<file path="src/rtl/vga_timing.sv">
// vga_timing: programmable raster timing generator (sync, data enable, coordinates).
// Define VGA_TIMING_FRAME_CNT_EN to add the 16-bit frame_o counter.
module vga_timing #(
  parameter int   H_ACTIVE = 640,
  parameter int   H_FP     = 16,
  parameter int   H_SYNC   = 96,
  parameter int   H_BP     = 48,
  parameter int   V_ACTIVE = 480,
  parameter int   V_FP     = 10,
  parameter int   V_SYNC   = 2,
  parameter int   V_BP     = 33,
  parameter logic HS_POL   = 1'b0,
  parameter logic VS_POL   = 1'b0
) (
  input  logic        clk,
  input  logic        rst,
  input  logic        en,
  output logic        hs_o,
  output logic        vs_o,
  output logic        de_o,
  output logic [11:0] x_o,
  output logic [11:0] y_o,
  output logic        sof_o,
  output logic        eol_o
`ifdef VGA_TIMING_FRAME_CNT_EN
  ,
  output logic [15:0] frame_o
`endif
);
  localparam int H_TOTAL = H_ACTIVE + H_FP + H_SYNC + H_BP;
  localparam int V_TOTAL = V_ACTIVE + V_FP + V_SYNC + V_BP;
  // 13-bit bounds so a sync window ending exactly at 4096 still compares correctly
  localparam logic [12:0] HA  = 13'(H_ACTIVE);
  localparam logic [12:0] HS0 = 13'(H_ACTIVE + H_FP);
  localparam logic [12:0] HS1 = 13'(H_ACTIVE + H_FP + H_SYNC);
  localparam logic [12:0] VA  = 13'(V_ACTIVE);
  localparam logic [12:0] VS0 = 13'(V_ACTIVE + V_FP);
  localparam logic [12:0] VS1 = 13'(V_ACTIVE + V_FP + V_SYNC);
  localparam logic [11:0] HL  = 12'(H_TOTAL - 1);
  localparam logic [11:0] VL  = 12'(V_TOTAL - 1);
  localparam logic [11:0] HE  = 12'(H_ACTIVE - 1);
  logic [11:0] h, v, h_nxt, v_nxt;
  logic [12:0] hx, vx;
  logic        h_last, v_last;
  assign hx = {1'b0, h};
  assign vx = {1'b0, v};
  always_comb begin
    h_last = h == HL;
    v_last = v == VL;
    h_nxt  = h_last ? '0 : h + 12'd1;
    v_nxt  = h_last ? (v_last ? '0 : v + 12'd1) : v;
  end
  always_ff @(posedge clk or posedge rst) begin
    if (rst) begin
      h     <= '0;
      v     <= '0;
      hs_o  <= ~HS_POL;
      vs_o  <= ~VS_POL;
      de_o  <= 1'b0;
      x_o   <= '0;
      y_o   <= '0;
      sof_o <= 1'b0;
      eol_o <= 1'b0;
    end else if (en) begin
      h     <= h_nxt;
      v     <= v_nxt;
      hs_o  <= (hx >= HS0 && hx < HS1) ? HS_POL : ~HS_POL;
      vs_o  <= (vx >= VS0 && vx < VS1) ? VS_POL : ~VS_POL;
      de_o  <= hx < HA && vx < VA;
      x_o   <= h;
      y_o   <= v;
      sof_o <= h == '0 && v == '0;
      eol_o <= h == HE && vx < VA;
    end
  end
`ifdef VGA_TIMING_FRAME_CNT_EN
  always_ff @(posedge clk or posedge rst) begin
    if (rst) frame_o <= '0;
    else if (en && h_last && v_last) frame_o <= frame_o + 16'd1;
  end
`endif
endmodule

</file>
<file path="config.mk">
export PLATFORM = sky130hd
export DESIGN_NAME = vga_timing
export DESIGN_NICKNAME = d
export VERILOG_FILES = /design/src/rtl/vga_timing.sv
export SDC_FILE = /design/constraint.sdc
export NUM_CORES = 1
export LEC_CHECK = 0
export CORE_MARGIN = 4
export CORE_UTILIZATION = 49
export CTS_CLUSTER_DIAMETER = 100
export DETAILED_ROUTE_END_ITERATION = 6
export PLACE_DENSITY = 0.75
export RECOVER_POWER = 25
export SLEW_MARGIN = 0
export SYNTH_ARGS = -nofsm -noshare
export SYNTH_HDL_FRONTEND = slang
export SYNTH_SLANG_ARGS = --single-unit
</file>
<file path="constraint.sdc">
create_clock -name clk -period 2 [get_ports clk]
set_input_delay 0.4 -clock clk [delete_from_list [all_inputs] [get_ports clk]]
set_output_delay 0.4 -clock clk [all_outputs]
set_load 0.02 [all_outputs]
</file>
# Word level (Yosys, flattened, before mapping)
# Index checks and enable logic that the tools add are counted.
# totals
wordCells	32
ff_bits	53
out_inout_bits	29
# op_classes
magnitude_cmp	6
eq_ne	3
add_sub_neg	2
mux	4
n_reduce_logical	8
# op_table
cell	count
$eq A12 B10 Y1 const B	3
$add A12 B1 Y12 const B	2
$logic_not A12 Y1	2
$lt A12 B10 Y1 const B	2
$lt A12 B9 Y1 const B	2
$mux W12	2
$ge A12 B10 Y1 const B	1
$ge A12 B9 Y1 const B	1
$logic_and A1 B1 Y1	5
$mux W1	2
$reduce_and A2 Y1	1

# Longest topological paths before layout
# depth
word_depth	3
depth_mapped	7
mapped_depth_nobuf	6

# Worst setup path after synthesis
# OpenSTA, ideal clock, no wires.
# synth_timing
kind	reg-to-reg
start	reg h[7]
end	reg v[4]
stages_incl_launch_ff	6
t_arrival_ps	1789
n_path_buf	1
setup_ps	127
slack_ps	83
cell_sequence	dfrtp_1 -> buf_6 -> or4_4 -> nor4_4 -> nand4_1 -> mux2_1
# synth_via
elab_chain_cells	2
# synth_rtl
element	line	text
start: declaration	42	logic [11:0] h, v, h_nxt, v_nxt;
start signal: assignment	65	h <= h_nxt;
$eq A12 B10 Y1	48	h_last = h == HL;
$reduce_and A2 Y1 (no source line)	--	
end signal: assignment	66	v <= v_nxt;
end: declaration	42	
# No other way between the ends.
# A chain may end at the register's enable or synchronous reset.

# Worst setup path after layout
# layout_timing
start	reg v[0]
end	reg sof_o
# layout_via
elab_chain_cells	2
# layout_rtl
element	line	text
$logic_not A12 Y1	72	sof_o <= h == '0 && v == '0;
$logic_and A1 B1 Y1	72	
end signal: assignment	62	sof_o <= 1'b0;
end signal: assignment	72	
end: declaration	23	output logic sof_o,
# No other way between the ends.

==> qor.txt <==
Core Box Area: 4820 um2
EDFF count, synth: 0
CP max FO: 3
DP Worst Slack: 46.1 ps
WHS: 490 ps
DP Area: 2920 um2
Mapped Nets: 220
hold path startpoint: vs_o
max_slew headroom: 73.1%
DR iter-0 viols: 98
final setup violation count: 0
Hold Path End: vs_o
worst reg2reg endpoint: sof_o
Finished Cell Area: 3030 um2
fillers: 417
clk sink count: 53
post-synth top area share: 51.4%
largest stage delay on the critical path: 490 ps
Setup WS post-layout: 73.8 ps
setup slack, reg-to-reg: 70 ps
Async SR Flop Fraction: 100%
Worst Setup End Kind: flop
ANT nets after route: 0
unrepaired setup endpoints after global routing: no
Layout area overhead: 21.9%
CTS tree: yes
CTS clk-pin slew, worst paths: 90 ps
Mapped Cells: 212
crit path time final: 1930 ps
Setup Total Neg Slack: 0 ps
drt total wl: 4.73 mm
worst clock skew: 10.5 ps
worst setup path class: reg2reg
dominant synthesized flop cell: dfrtp_1
Final Core Density: 62.8%
slowest stage cell, crit path: or4b_1
fin. max-slew vios: 0
WL/cell: 14.8 um
DP Cell Count: 311
# diodes: 0
largest area contributor in the netlist: dfrtp_1
share of cells above drive strength 1: 21.4%
synthesis-stage register bit count: 53
Total GRT Usage: 16.7%
Pleak: 1.34 nW
Port Buffers: 31
post-synthesis sequential area ratio: 53.5%
CP Data Required Time: 2190 ps
DRC violations left: 0
vias in the first global route: 1700
CP Buf/Inv Count: 1
placed wire-length estimate: 3.42 mm
Warnings, synthesis: 0
clock latency on the worst-skew pair: 310 ps
global-route wire length before repair: 8.27 mm
die area: 6270 um2
Yosys cell types: 46
grt ovf: 0
DR vias: 1718
CTS root buf: clkbuf_8
final net count: 259
Die X: 79.2 um
top-level port count: 32
Hold Crit Class: reg2reg
Max-cap violations: 0
Synth area leaders: dfrtp_1, mux2_2, xnor2_1
Final Wtd Congestion: 0.877
largest net degree at the start of global routing: 54
worst-margin pin slew: 399 ps
initial antenna violation count: 0
Hold Fails Final Rpt: 0
critical path launch point type: flop
DR vias/cell: 5.39
Max rail drop VDD: 0.589 mV
final non-filler cell total: 319
outcome: finished, final reports clean
WP data arrival: 2110 ps
RR Startpoint: v[0]
FP Rows: 25
Initial Util: 51.6%
cell count of the worst reg-to-reg path: 5
crit-path cells: inv_1 > ha_1 > nor4b_1 > or4b_1 > o41ai_1
die height: 79.2 um
TritonCTS Buffers: 5
Post-Syn Area: 2480 um2
WHS Path Cells: 2
worst-case clock buffer depth: 2
post-synthesis area per instance: 11.7 um2
Tcrit/Tclk final: 96.3%
Final Total Pwr: 2.41 mW
Power Dens Cells: 797 nW/um2
DR pass1 iterations: 4
H-tree depth: 2
achievable frequency: 0.519 GHz
crit-path leading delay family: simple AND/OR/NAND/NOR gates
area by class of cell:
cell class | count | area (um2) | share of cell area (%)
multi-input combinational | 140 | 1060 | 35.0
sequential | 53 | 1330 | 43.9
inverter | 7 | 26.3 | 0.868
clock inverter | 2 | 35.0 | 1.16
timing repair buffer | 44 | 420 | 13.9
clock buffer | 6 | 72.6 | 2.40
tap | 67 | 83.8 | 2.77
report_power, final:
group | switching, mW | internal, mW
combinational | 0.213 | 0.211
sequential | 0.114 | 1.17
clock | 0.332 | 0.372
total | 0.659 | 1.75
what timing repair did:
action                                  in CTS  in global routing
hold buffers                                 0                  0
gates resized for setup                      0                  1
setup buffers                                0                  0
endpoints found under the setup margin       0                 10
Yosys cell counts, drive strengths merged, types with 3 or more instances:
cell type  instances
xor2               5
and2               5
nor3               6
ha                 5
inv                6
nand3             10
o21ai              3
o211ai             3
clkbuf             4
nor2              15
mux2              25
nand4              7
xnor2             10
buf                8
dfrtp             51
nand2             14
nor4b              4
cells in the final DEF (no fill, tap or decap), drive strengths merged, types with 2 or more instances in the layout:
cell type       n
a22o            2
ha              5
mux2i           2
o21ai           3
xor2            5
o2bb2ai         2
and2            5
clkdlybuf4s50  30
clkinv          2
a21oi           2
o211ai          3
and4            2
nor2           15
mux2           25
dfstp           2
inv             6
nand3          10
buf            13
nor4b           4
nand2          14
clkbuf          6
and3            2
nor3            6
dfrtp          51
xnor2          10
nand4           7
worst register-to-register path, stage by stage, from the launching register on:
cell and delay (ps):
dfrtp_1 400, inv_1 130, ha_1 170, nor4b_1 350, or4b_1 490, o41ai_1 270
how the worst max path moves through the flow:
stage	cells after the start	from	to	slack, ps
after detailed placement	4	h[6]	v[4]	50
after global placement	4	h[6]	v[4]	90
after CTS	5	h[6]	v[0]	10
final	5	v[0]	sof_o	70
after global routing	5	v[0]	sof_o	20
after floorplan	5	h[7]	v[4]	80
sequential cells by signal, summed over array words and instances (netlist names):
register,cells
eol_o,1
de_o,1
v,12
hs_o,1
vs_o,1
y_o,12
h,12
x_o,12
sof_o,1
logic make-up (layout without fill, tap and decap cells):
group	Yosys count	count (layout)	share of synthesized area [%]
flip-flops	53	53	53.5
AND/OR/NAND/NOR	74	74	16.9
buffers and inverters	19	59	3.88
XOR/XNOR	15	15	5.29
AO/OA/AOI/OAI	19	19	5.74
multiplexers	27	27	12.1
adder cells (fa/ha/maj)	5	5	2.52
per-layer routing:
metal	up-vias	routed length [um]	GRT usage, %
met1	839	2320	24.4
met2	45	2160	24.8
met4	0	80	6.70
li1	829	-	-
met5	-	0	0
met3	5	174	2.61
No activity file was read; power rests on OpenSTA's default activity.
